--- src/rtl/dmem_bus_ctrl.sv ---
// Data-memory bus controller: turns an LSU access into a valid/ready bus request,
// stalls the pipeline until the response (or a timeout) arrives, and returns the read word.
module dmem_bus_ctrl #(
    parameter int TIMEOUT_CYCLES = 255
) (
    input  logic        clk,
    input  logic        rstn,
    input  logic [31:0] data_addr,
    input  logic [3:0]  dmem_wr,
    input  logic [31:0] datamem_wr_o,
    input  logic        mem_rd,
    output logic [31:0] datamem_rd_in,
    output logic        stall_o,
    output logic        bus_err_o,
    output logic        bus_req_valid,
    input  logic        bus_req_ready,
    output logic [31:0] bus_addr,
    output logic        bus_we,
    output logic [3:0]  bus_be,
    output logic [31:0] bus_wdata,
    input  logic        bus_rsp_valid,
    input  logic        bus_rsp_err,
    input  logic [31:0] bus_rdata
);

    typedef enum logic [1:0] {IDLE, REQ, RSP, DONE} state_t;

    state_t      state;
    logic [7:0]  cnt;
    logic [31:0] rdata_q;
    logic        is_store;
    logic        acc;

    assign is_store      = |dmem_wr;
    assign acc           = mem_rd | is_store;
    assign stall_o       = acc & (state != DONE);
    assign datamem_rd_in = rdata_q;

    always_ff @(posedge clk) begin
        if (!rstn) begin
            state         <= IDLE;
            cnt           <= 8'd0;
            rdata_q       <= 32'd0;
            bus_err_o     <= 1'b0;
            bus_req_valid <= 1'b0;
            bus_addr      <= 32'd0;
            bus_we        <= 1'b0;
            bus_be        <= 4'd0;
            bus_wdata     <= 32'd0;
        end else begin
            bus_err_o <= 1'b0;
            case (state)
                IDLE: begin
                    if (acc) begin
                        // a store takes priority over a simultaneous load
                        bus_addr      <= {data_addr[31:2], 2'b00};
                        bus_we        <= is_store;
                        bus_be        <= is_store ? dmem_wr : 4'b1111;
                        bus_wdata     <= datamem_wr_o;
                        bus_req_valid <= 1'b1;
                        state         <= REQ;
                    end
                end
                REQ: begin
                    if (bus_req_ready) begin
                        bus_req_valid <= 1'b0;
                        cnt           <= 8'd0;
                        state         <= RSP;
                    end
                end
                RSP: begin
                    cnt <= cnt + 8'd1;
                    if (bus_rsp_valid) begin
                        rdata_q   <= (bus_rsp_err || bus_we) ? 32'd0 : bus_rdata;
                        bus_err_o <= bus_rsp_err;
                        state     <= DONE;
                    end else if (cnt == 8'(TIMEOUT_CYCLES - 1)) begin
                        // no response within the window: complete as an error
                        rdata_q   <= 32'd0;
                        bus_err_o <= 1'b1;
                        state     <= DONE;
                    end
                end
                DONE:    state <= IDLE;
                default: state <= IDLE;
            endcase
        end
    end

endmodule

--- config.mk ---
export PLATFORM = sky130hd
export DESIGN_NAME = dmem_bus_ctrl
export DESIGN_NICKNAME = d
export VERILOG_FILES = /design/src/rtl/dmem_bus_ctrl.sv
export SDC_FILE = /design/constraint.sdc
export NUM_CORES = 1
export LEC_CHECK = 0
export ABC_AREA = 1
export CORE_MARGIN = 4
export CORE_UTILIZATION = 41
export CTS_CLUSTER_SIZE = 30
export DETAILED_ROUTE_END_ITERATION = 16
export GPL_ROUTABILITY_DRIVEN = 0
export GPL_TIMING_DRIVEN = 0
export MAX_ROUTING_LAYER = met4
export PLACE_DENSITY = 0.84
export REMOVE_ABC_BUFFERS = 1
export SYNTH_ARGS = -nofsm -noshare
export SYNTH_HDL_FRONTEND = slang
export SYNTH_SLANG_ARGS = --single-unit
--- constraint.sdc ---
create_clock -name clk -period 3.6 [get_ports clk]
set_input_delay 0.72 -clock clk [delete_from_list [all_inputs] [get_ports clk]]
set_output_delay 0.72 -clock clk [all_outputs]
set_load 0.02 [all_outputs]
; After elaboration in Yosys (flattened, before gate mapping)
; Cells that the tools add are included.
[classes]
eq_ne = 8
mux = 16
add_sub_neg = 1
bitwise_logic = 2
reduce_logical = 12
[op_table]
columns = cell, count
row1 = two-way mux 32 bit, 3
row2 = case mux 8 bit (2 select lines), 1
row3 = "adder 8 x 1 -> 8 bit, second input constant", 1
row4 = "== test 8 bit, second input constant", 1
row5 = two-way mux 2 bit, 4
row6 = two-way mux 8 bit, 1
row7 = case mux 2 bit (4 select lines), 1
row8 = AND reduction 2 bit, 4
row9 = "inequality test 2 bit, second input constant", 3
row10 = AND reduction 3 bit, 2
row11 = nonzero test 2 bit, 3
row12 = "== test 2 bit, second input constant", 2
row13 = two-way mux 1 bit, 4
row14 = two-way mux 4 bit, 1
row15 = OR reduction 4 bit, 1
row16 = "inequality test 3 bit, second input constant", 1
row17 = "== test 2 x 1 -> 1 bit, second input constant", 1
row18 = logical NOT 2 bit, 1
row19 = case mux 1 bit (2 select lines), 1
row20 = bitwise AND 1 bit, 1
row21 = logical OR 1 bit, 1
row22 = OR 1 bit, 1
[word_totals]
regBits = 111
input_bits = 106
output_inout_bits = 104
elab_cells = 48

; Logic depth before layout (Yosys ltp)
; Gate-level depths: netlist of the first run.
[depth]
depth_word = 4
depth_mapped = 10
depth_no_buf = 10

; Worst setup path before layout of the first run
; No wires, ideal clock.
[synth_timing]
kind = in2out
start = input dmem_wr[3]
end = output stall_o
arrival_ps = 1136
path_buffers = 0
t_required_ps = 2880
cell_stages = 4
path_slack_ps = 1744
cell_sequence = nor2_2 nand3_2 nand2_1 inv_1
[synth_between]
elab_chain_len = 3
[synth_lines]
columns = element, line
row1 = start: declaration, 9  ; input logic [3:0] dmem_wr,
row2 = OR reduction 4 bit, 34  ; assign is_store = |dmem_wr;
row3 = OR 1 bit, 35  ; assign acc = mem_rd | is_store;
row4 = bitwise AND 1 bit, 36  ; assign stall_o = acc & (state != DONE);
row5 = end: declaration, 13  ; output logic stall_o,
; Every way passes these cells.

; Worst setup path after layout of the first run
; Same ends and word-level chain as after synthesis.

==> results.cfg, run 1 <==
[timing]
fin_crit_sh_pct = 79.0
rsz0062_at_grt = no
fin_crit_ps = 2840
worst_slew_pin_slew_ps = 1200
clock_skew_ps = 9.60
max_slew_margin_pct = 19.9
max_clock_freq_mhz = 352
finalHoldViolations = 0
setup_slack_ps = 758
setup_viol = 0
slew_viol_final = 0

[global_routing]
grt_pass1_vias = 4065
overflow = 0
antenna_found_initial = 0
grt_usage_pct = 20.1
grt_max_degree = 104
grt_pass1_wl_mm = 18.7

[cells_and_area]
drive_above_1_share_pct = 4.56
fin_area_um2 = 6430
fillCellCount = 836
seqCellArea_um2 = 2220
final_nets = 831
n_antenna_cell = 0
final_cells = 856
finish.utilization_pct = 64.9
multi_input_area_um2 = 1740
area_growth_pct = 52.1

[place]
portBuffers = 205
dpl_cell_area_um2 = 6260
dp_cells = 841
hpwl_mm = 8.67
dp_slack_ps = 500

[die]
core_area_um2 = 9910
fp.dieArea_um2 = 12000
row_count = 36
initial_core_util_pct = 42.7
die_height_um = 110
die_x_um = 110
io_pins = 210

[worst_setup_path]
worst_path_most_repeated_cell = clkdlybuf4s50_1
cp.depth = 6
r2r_cells = 6
cpLargestDelayFamily = buffers and inverters
cp_max_fo = 3
rr_startpoint = state[0]
worst-path-buf-inv = 3
reg2reg_to = bus_req_valid
crit_chain = clkdlybuf4s50_1 > nor2_2 > nand3_2 > nand2_1 > inv_1 > clkdlybuf4s50_1
worstPathRequired_ps = 2880
crit_arrival_ps = 2120
max_stage_delay_ps = 530
critPathLaunchType = input pin
r2r_slack_ps = 1080
crit_type = in2out
crit_path_end_kind = primary output
crit_path_top_delay_cell = clkdlybuf4s50_1

[worst_hold_path]
hp-start = bus_req_valid
min_path_cells = 2
min_to = bus_req_valid
hold_class = reg2reg

[pwr]
p_per_area_nw_per_um2 = 709
peakVddDrop_mv = 0.376
p_leak_uw = 0.00249

[clock_tree]
cts-resized-gates = 0
cts_tree = yes
cts_buffers = 9
cts_sinks = 111
cts.clk_slew.worst_paths_ps = 90
cts_root_buf = clkbuf_8
postCtsSetupBuffers = 0
clk_path_buf_depth = 2
clkLatencyLatePin_ps = 360
htreeDepth = 3
ctsHoldBuffers = 0

[yosys]
syn-cell-area_um2 = 4230
synth_top_area_share_pct = 52.5
yosysTopAreaCell = dfxtp_1
yosysMostFrequentCell = nor2_1
ys_ff_latch = 111
synthesis.instances = 537
synthTopCellsByArea = dfxtp_1 53%, nor2_1 12%, o21ai_0 8.5%
synth_warnings = 0
yosysUniqueCellTypes = 30
synth_edf_count = 0
synth_top_cells_by_count = 136 x nor2_1, 111 x dfxtp_1, 72 x o21ai_0, 56 x nand2_1, 35 x nand3_1
yosysSeqAreaShare_pct = 52.5
synth_flop_cell = dfxtp_1
synth.avg_cell_area_um2 = 7.88
synth-async-reset-ratio_pct = 0

[route]
wirelength_mm = 12.0
dr.pass1.iters = 4
vias = 4120
vias_per_cell = 4.81
wl_met3_mm = 1.12
avgRoutedWirePerCell_um = 14.1
drt-met1-wl_mm = 4.92
drtAntennaViolNets = 0
drtIter0Drc = 260
drc = 0
top_layer_used = met4
met2_length_mm = 5.73

[run]
maxCapViolations = 0

[run_status]
run_status = completed
-- through the flow --
step	total power (uW)	TNS [ps]	hold slack (ps)
3_5_place_dp	3910	0	457
5_1_grt	4880	0	496
2_1_floorplan	2890	0	437
3_3_place_gp	3830	-60730	448
6_report	4560	0	470
4_1_cts	4600	0	471
-- layout make-up --
type | instances | share of cell area (%)
clock buffers | 15 | 2.74
multi-input cells | 373 | 27.0
repair buffers | 206 | 32.1
inverters | 18 | 1.05
flip-flops and latches | 111 | 34.5
well taps | 133 | 2.59
-- layout by cell type, fill, tap and decap left out --
| master | Yosys | routed |
|---|---|---|
| xor2_1 | 1 | 1 |
| o31ai_1 | 1 | 1 |
| nand3_2 | 1 | 1 |
| nor3_4 | 0 | 1 |
| and3_1 | 1 | 1 |
| clkdlybuf4s50_1 | 0 | 204 |
| nor3_1 | 1 | 1 |
| ha_1 | 6 | 6 |
| nand3_1 | 35 | 35 |
| o21ai_1 | 30 | 30 |
| inv_1 | 17 | 17 |
| nor2_2 | 12 | 12 |
| nand2_4 | 1 | 1 |
| clkbuf_8 | 0 | 12 |
| conb_1 | 1 | 2 |
| inv_2 | 1 | 1 |
| a211oi_1 | 1 | 1 |
| o21ai_0 | 72 | 72 |
| nor2_1 | 136 | 136 |
| clkbuf_1 | 9 | 3 |
| buf_8 | 0 | 1 |
| buf_4 | 2 | 1 |
| nand2_1 | 56 | 56 |
| a21oi_1 | 10 | 10 |
| dfxtp_1 | 111 | 111 |
| nand2_2 | 2 | 2 |
| nand3b_1 | 1 | 1 |
| nand3_4 | 1 | 1 |
| nand4_1 | 2 | 2 |
-- power breakdown --
group	switching (uW)	internal (uW)	total, uW
combinational	1220	899	2120
sequential	188	1560	1750
clock	388	307	695
-- logic make-up (layout without fill, tap and decap cells) --
logic type,after synthesis,in the layout,share of synthesized area (%)
simple gates,250,250,25.1
compound gates,114,114,13.6
flops,111,111,52.5
buf+inv,54,239,6.63
fa+ha+maj,6,6,1.78
other cells,1,2,0.0887
xor+xnor,1,1,0.207
-- worst reg2reg max path: stages (launching register included) --
cell     delay, ps
dfxtp_1        340
inv_1          110
ha_1           300
nand2_4        340
inv_2         1030
nand2_1        150
a21oi_1        180
-- routing by layer --
metal	GRT usage (%)	vias up
li1	-	2090
met1	22.6	1857
met2	34.0	151
met3	5.34	22
met4	8.01	0
met5	-	-
-- registers in the layout (all words and copies together) (netlist names) --
| signal | count |
|---|---|
| cnt | 8 |
| datamem_rd_in | 32 |
| bus_be | 4 |
| bus_wdata | 32 |
| bus_req_valid | 1 |
| state | 2 |
| bus_we | 1 |
| bus_addr | 30 |
| bus_err_o | 1 |
-- worst max path at each step --
stage                    endpoint  startpoint  slack [ps]
floorplan           bus_req_valid      mem_rd        1530
global placement           cnt[4]        rstn        -990
detailed placement  bus_req_valid  dmem_wr[3]         500
CTS                       stall_o  dmem_wr[3]         750
global route        bus_req_valid  dmem_wr[2]         650
finish                    stall_o  dmem_wr[3]         760
(Power assumes the default switching activity.)
==> inputs of run 2 (changes only) <==
--- a/config.mk
+++ b/config.mk
@@ -7,13 +7,13 @@
 export LEC_CHECK = 0
 export ABC_AREA = 1
 export CORE_MARGIN = 4
-export CORE_UTILIZATION = 41
+export CORE_UTILIZATION = 36
 export CTS_CLUSTER_SIZE = 30
 export DETAILED_ROUTE_END_ITERATION = 16
 export GPL_ROUTABILITY_DRIVEN = 0
 export GPL_TIMING_DRIVEN = 0
 export MAX_ROUTING_LAYER = met4
-export PLACE_DENSITY = 0.84
+export PLACE_DENSITY = 0.78
 export REMOVE_ABC_BUFFERS = 1
 export SYNTH_ARGS = -nofsm -noshare
 export SYNTH_HDL_FRONTEND = slang
==> constraint.sdc (replaced) <==
create_clock -name clk -period 2.5 [get_ports clk]
set_input_delay 0.5 -clock clk [delete_from_list [all_inputs] [get_ports clk]]
set_output_delay 0.5 -clock clk [all_outputs]
set_load 0.02 [all_outputs]
==> run 2 against run 1 <==
First-iteration DRC count grew 30%. Core utilization fell by 7.6 points. Die area is 13% higher. Final cell count grew 1.3%. Register-to-register slack got worse by 690 ps. Design area increased by 2.1%. Worst setup slack worse by 400 ps. Flip-flop and latch count is the same. Critical path type is now in2reg. Largest power group unchanged. Routed wire length fell by 0.43%.
==> results.cfg, run 2 (synthesis gave the netlist of run 1 again) <==
[cells_and_area]
area_growth_pct = 55.3
final_nets = 831
layout_common_cells = 203 x clkdlybuf4s50_1, 136 x nor2_1, 111 x dfxtp_1
drive_above_1_share_pct = 5.11
fin_area_um2 = 6570
layout_commonest_cell = clkdlybuf4s50_1
n_antenna_cell = 0

[pwr]
p_leak_uw = 0.00253
p_per_area_nw_per_um2 = 1050
peakVddDrop_mv = 0.686
power.total_uw = 6910

[worst_setup_path]
worst-path-buf-inv = 2
crit_path_top_delay_cell = inv_4
rr_startpoint = state[0]
cpLargestDelayFamily = buffers and inverters
crit_chain = clkdlybuf4s50_1 > nor2_2 > nand3_2 > nand2_8 > inv_4 > nand2_1 > a21oi_1
crit_path_start = dmem_wr[2]
cp_max_fo = 67
max_stage_delay_ps = 610
crit_arrival_ps = 2410
crit_type = in2reg
worstPathRequired_ps = 2770
crit_path_end_kind = register
critPathLaunchType = input pin

[clock_tree]
cts_sinks = 111
htreeDepth = 3
cts_root_buf = clkbuf_16
cts_tree = yes
cts_buffers = 9
clkLatencyLatePin_ps = 340
clk_path_buf_depth = 2
cts.clk_slew.worst_paths_ps = 70
postCtsSetupBuffers = 0

[route]
vias = 4185
dr.pass1.iters = 4
vias_per_cell = 4.83
wirelength_mm = 12.0
drtAntennaViolNets = 0
drc = 0
drtIter0Drc = 338
avgRoutedWirePerCell_um = 13.8

[die]
die_height_um = 116
core_area_um2 = 11500
io_pins = 210
row_count = 39
die_x_um = 116
initial_core_util_pct = 36.9
fp.dieArea_um2 = 13500

[timing]
clock_skew_ps = 4.52
setup_viol = 0
max_slew_margin_pct = 38.8
fin_crit_ps = 2140
max_clock_freq_mhz = 467
rsz0062_at_grt = no
finalHoldViolations = 0
slew_viol_final = 0
fin_crit_sh_pct = 85.7
hold_ws_ps = 476
worst_slew_pin_slew_ps = 917

[place]
hpwl_mm = 8.52
dpl_cell_area_um2 = 6270
portBuffers = 205

[worst_hold_path]
hp-start = datamem_rd_in[28]
hold_class = reg2reg

[global_routing]
overflow = 0
grt_max_degree = 104
grt_pass1_vias = 3974
antenna_found_initial = 0
grt_usage_pct = 18.2
grt_pass1_wl_mm = 19.2

[run_status]
run_status = completed

[run]
maxCapViolations = 0
## run 2: cell type report
type | instances | area [um^2]
repair buffers | 206 | 2070
multi-input cells | 373 | 1750
inverters | 18 | 70.1
well taps | 143 | 179
clock inverters | 5 | 32.5
fillers | 1024 | 4900
clock buffers | 11 | 253
flip-flops and latches | 111 | 2220
## run 2: worst min-delay path, stage by stage, from the launching register on
cell	delay [ps]
dfxtp_1	310
nand3_1	70
o21ai_1	50
## run 2: path summary, 6_finish.rpt
check	slack [ps]	endpoint	cells after the start
max	360	bus_req_valid	7
min	480	datamem_rd_in[28]	2
max reg2reg	390	bus_req_valid	6
min reg2reg	480	datamem_rd_in[28]	2
## run 2: per-stage QoR
step / instances / setup TNS [ps] / setup slack [ps] / utilization (%)
6_report: 867 / 0 / 358 / 57.3
5_1_grt: 867 / 0 / 197 / 57.3
2_1_floorplan: 502 / 0 / 608 / -
4_1_cts: 867 / 0 / 75.0 / 57.2
3_5_place_dp: 851 / -24460 / -472 / 54.7
3_3_place_gp: 850 / -161680 / -1910 / 54.5
## run 2: timing repair
| item | in CTS | in global routing |
|---|---|---|
| endpoints found under the setup margin | 21 | 2 |
| endpoints found under the hold margin | 0 | 0 |
| pin swaps | 0 | 0 |
| gates cloned | 0 | 0 |
| resized for setup | 1 | 2 |
| hold buffers | 0 | 0 |
## run 2: where the power goes
| group | internal (uW) | switching [uW] | leakage, uW |
|---|---|---|---|
| registers | 2250 | 267 | 0.000913 |
| clock network | 727 | 624 | 0.000134 |
| logic | 1290 | 1760 | 0.00149 |
## run 2: metal layers
metal	vias to the layer above	routed length [um]	GRT usage, %
met5	-	0	-
met4	0	198	6.73
met3	16	1190	5.49
met2	182	5600	28.6
met1	1888	5000	22.0
li1	2099	-	-
==> RTL edit 1: new RTL, flow settings as in run 1 <==
The 4 states of `state_t` get a one-hot encoding in 4 bits.
--- a/src/rtl/dmem_bus_ctrl.sv
+++ b/src/rtl/dmem_bus_ctrl.sv
@@ -25,3 +25,3 @@
 
-    typedef enum logic [1:0] {IDLE, REQ, RSP, DONE} state_t;
+    typedef enum logic [3:0] {IDLE = 4'b0001, REQ = 4'b0010, RSP = 4'b0100, DONE = 4'b1000} state_t;
 
Check against the original RTL: same outputs for any inputs over 10 cycles, from zero or initial values and one cycle with rstn low; not proved beyond that.
==> RTL edit 1 against run 1 <==
Register-to-register slack better by 80 ps. Cell count rose by 10%. Clock skew is 2.0 ps lower. Non-clock buffer count unchanged. Design area up 11%. Routed wire length up 9.0%. Sequential cell count is 2 higher. Core utilization grew 0.17 points. Count of clock-buffer cells in the layout increased by 4. Setup slack got worse by 110 ps. Area after synthesis increased by 9.3%. Critical endpoint unchanged. Largest cell class unchanged. Highest routed layer unchanged.
Power is not compared: it rests on default switching activity, and its combinational part moved more than twofold at a synthesized area within 25%.
==> RTL edit 1: results (changes against run 1) <==
----------------------------------------------------
[Critical path]
  Arrival time at the worst endpoint ... 2230 ps (was 2120 ps)
  Worst reg2reg path startpoint ... state[2] (was state[0])
  Register-to-register setup slack ... 1160 ps (was 1080 ps)

[Final layout]
  ClkCell Share ... 7.86% (was 2.74%)
  Layout multi-input combinational cell count ... 407 (was 373)
  Share of cells above drive strength 1 ... 5.35% (was 4.56%)
  NumNets Final ... 901 (was 831)
  Number of flip-flops and latches ... 113 (was 111)
  Layout overhead on the synthesized area ... 54.0% (was 52.1%)
  Multi-input gate share of the layout cell area ... 26.2% (was 27.0%)
  Non-filler cells, final ... 944 (was 856)

[Logic synthesis]
  Cells after Synth ... 611 (was 537)
  Cell types occupying the most area after synthesis ... sky130_fd_sc_hd__dfxtp_1 49%, sky130_fd_sc_hd__nor2_1 14%, sky130_fd_sc_hd__nand4_1 4.9% (was sky130_fd_sc_hd__dfxtp_1 53%, sky130_fd_sc_hd__nor2_1 12%, sky130_fd_sc_hd__o21ai_0 8.5%)
  Synthesized-area fraction occupied by ao, oa, aoi and oai cells ... 8.67% (was 13.6%)
  Most numerous cell types in the synthesized netlist ... 178 x sky130_fd_sc_hd__nor2_1, 113 x sky130_fd_sc_hd__dfxtp_1, 52 x sky130_fd_sc_hd__nand2_1, 45 x sky130_fd_sc_hd__inv_1, 44 x sky130_fd_sc_hd__nand3_1 (was 136 x sky130_fd_sc_hd__nor2_1, 111 x sky130_fd_sc_hd__dfxtp_1, 72 x sky130_fd_sc_hd__o21ai_0, 56 x sky130_fd_sc_hd__nand2_1, 35 x sky130_fd_sc_hd__nand3_1)
  Post-synthesis sequential area ratio ... 49.0% (was 52.5%)

[Status]
  Status ... finished clean (unchanged)

[CTS]
  Clk pin slew, worst setup/hold paths ... 50 ps (was 90 ps)
  Clock latency at the later pin of the worst-skew pair ... 400 ps (was 360 ps)
  Number of buffers added by the clock tree synthesis step ... 17 (was 9)
  Count of H-tree levels built during CTS ... 4 (was 3)

[Timing]
  Worst-case hold slack ... 461 ps (was 470 ps)

[Detailed routing]
  First-pass iteration count of the detailed router ... 5 (was 4)
  Number of DRC markers after the initial detailed-route iteration ... 354 (was 260)
  Routed length on met2 ... 6.43 mm (was 5.73 mm)
  Average wire per standard cell ... 13.9 um (was 14.1 um)

[GRT]
  Number of global-route vias before repair ... 4,205 (was 4,065)
  First-pass GRT wire length ... 20.8 mm (was 18.7 mm)

[Placement]
  Cell Count Post-Placement ... 914 (was 841)

----------------------------------------------------
-- RTL edit 1: changes by cell type after synthesis, sizes merged, moves of 2 or more --
cell and change:
inv +29, nand2 -3, dfxtp +2, nand4 +35, o21ai -34, nand3 +7
ha -4, buf +7, nor2 +34
-- RTL edit 1: cells by family (layout without fill, tap and decap cells) --
logic type	Yosys count	after routing
AOI/OAI and AO/OA	79	79
xor gates and xnor gates	1	1
adders and majority gates	2	2
buffers and inverters	92	284
DFF	113	113
other	1	2
and+or+nand+nor	323	323
-- RTL edit 1: worst max-delay path, stage by stage --
cell                              delay [ps]
sky130_fd_sc_hd__clkdlybuf4s50_1         480
sky130_fd_sc_hd__nor2_1                   50
sky130_fd_sc_hd__nand2_1                  80
sky130_fd_sc_hd__nor2_1                   50
sky130_fd_sc_hd__inv_1                   110
sky130_fd_sc_hd__o31ai_1                  90
sky130_fd_sc_hd__inv_1                    50
sky130_fd_sc_hd__clkdlybuf4s50_1         600
==> RTL edit 2: new RTL, flow settings as in run 1 <==
Made on the original files. The parameter `TIMEOUT_CYCLES` goes from 255 to 127.
--- a/src/rtl/dmem_bus_ctrl.sv
+++ b/src/rtl/dmem_bus_ctrl.sv
@@ -3,3 +3,3 @@
 module dmem_bus_ctrl #(
-    parameter int TIMEOUT_CYCLES = 255
+    parameter int TIMEOUT_CYCLES = 127
 ) (
Formal check against the unedited RTL: same outputs for any inputs over 10 cycles, from zero or initial values and one cycle with rstn low; that may be too few to reach the edited logic, so the function may still have changed.
==> RTL edit 2 against run 1 <==
Setup slack worse by 23 ps. Power is 3.1% higher. Largest cell class unchanged. Design area is 0.84% higher. Critical path depth stayed put. Sequential cell count stayed put. Routed wire length is 2.2% higher. Area after synthesis hardly changed. Register-to-register slack worse by 50 ps.
==> RTL edit 2: results (changes against run 1) <==
----------------------------------------------------
[GRT]
  First-pass GRT wire length ... 18.8 mm (was 18.7 mm)
  GRT Total Usage ... 20.4% (was 20.1%)
  Initial antenna violation count ... 1 (was 0)
  Number of global-route vias before repair ... 4,004 (was 4,065)

[Timing]
  Max Freq ... 349 MHz (was 352 MHz)
  Worst-margin pin slew ... 1250 ps (was 1200 ps)
  Worst clock skew on the final layout ... 8.95 ps (was 9.60 ps)

[Final layout]
  Layout overhead on the synthesized area ... 53.3% (was 52.1%)
  Non-clk invs ... 19 (was 18)
  Filler Cell Count ... 822 (was 836)
  Non-clock buffering overhead in the final layout ... 31.8% (was 32.1%)
  Count of inserted antenna diode cells ... 1 (was 0)
  Share of cells above drive strength 1 ... 4.83% (was 4.56%)
  Clock buffer instance count of the final layout ... 13 (was 15)
  NumNets Final ... 832 (was 831)
  ClkCell Share ... 3.45% (was 2.74%)

[Critical path]
  Register-to-register setup slack ... 1030 ps (was 1080 ps)
  Arrival time at the worst endpoint ... 2140 ps (was 2120 ps)

[Logic synthesis]
  Combined area of all synthesized cells ... 0.00423 mm^2 (about the same)
  Cells after Synth ... 538 (was 537)
  Post-synthesis sequential area ratio ... 52.5% (about the same)
  Cell types occupying the most area after synthesis ... sky130_fd_sc_hd__dfxtp_1 52%, sky130_fd_sc_hd__nor2_1 12%, sky130_fd_sc_hd__o21ai_0 8.5% (was sky130_fd_sc_hd__dfxtp_1 53%, sky130_fd_sc_hd__nor2_1 12%, sky130_fd_sc_hd__o21ai_0 8.5%)
  Most numerous cell types in the synthesized netlist ... 136 x sky130_fd_sc_hd__nor2_1, 111 x sky130_fd_sc_hd__dfxtp_1, 72 x sky130_fd_sc_hd__o21ai_0, 56 x sky130_fd_sc_hd__nand2_1, 35 x sky130_fd_sc_hd__nand3_1 (unchanged)

[Detailed routing]
  Post-DR vias/cell ... 4.85 (was 4.81)
  Average wire per standard cell ... 14.3 um (was 14.1 um)
  Number of DRC markers after the initial detailed-route iteration ... 291 (was 260)

[Placement]
  Cell Count Post-Placement ... 842 (was 841)
  Hpwl dp ... 8.65 mm (was 8.67 mm)
  Total cell area at the placement stage ... 0.00626 mm^2 (about the same)

[Status]
  Status ... finished clean (unchanged)

[CTS]
  Count of H-tree levels built during CTS ... 3 (unchanged)

[Power and ir drop]
  Maximum VDD drop ... 0.335 mV (was 0.376 mV)
  Leakage component of the power ... 2.51 nW (was 2.49 nW)

----------------------------------------------------
-- RTL edit 2: changes by cell type in the layout (fill, tap and decap cells not counted) --
cell                        change
sky130_fd_sc_hd__bufinv_16      +2
sky130_fd_sc_hd__diode_2        +1
sky130_fd_sc_hd__clkbuf_8       -1
sky130_fd_sc_hd__clkbuf_1       -1
sky130_fd_sc_hd__inv_1          +1
sky130_fd_sc_hd__clkinv_2       +1
-- RTL edit 2: where the power goes --
group	total (mW)	leakage [nW]	switching, mW	internal (mW)
logic	2.13	1.49	1.23	0.903
registers	1.74	0.913	0.182	1.56
clock network	0.829	0.114	0.398	0.430
total	4.70	2.51	1.81	2.89
-- RTL edit 2: worst min path at each step --
stage,cells past startpoint,endpoint,startpoint,slack (ps)
3_3_place_gp,2,bus_req_valid,bus_req_valid,450
3_5_place_dp,2,bus_req_valid,bus_req_valid,460
4_1_cts,2,bus_req_valid,bus_req_valid,470
5_1_grt,2,bus_req_valid,bus_req_valid,500
6_report,2,bus_req_valid,bus_req_valid,470
2_1_floorplan,2,cnt[5],cnt[5],440
-- RTL edit 2: logic make-up after synthesis --
| logic type | Yosys count | share of synthesized area (%) |
|---|---|---|
| and+or+nand+nor | 250 | 25.1 |
| AOI/OAI and AO/OA | 114 | 13.6 |
| DFF | 111 | 52.5 |
| buffers and inverters | 55 | 6.71 |
| adders and majority gates | 6 | 1.77 |
| xor gates and xnor gates | 1 | 0.207 |
| other | 1 | 0.0886 |
-- RTL edit 2: critical path: cells and delay by family --
kind	cells	cell delay [ps]
simple gates	3	420
buf+inv	3	1010
-- RTL edit 2: metal layers --
| metal | wire length (um) | GRT usage (%) |
|---|---|---|
| met5 | 0 | - |
| met4 | 237 | 6.59 |
| met3 | 1250 | 6.28 |
| met2 | 5830 | 33.3 |
| met1 | 4990 | 24.0 |
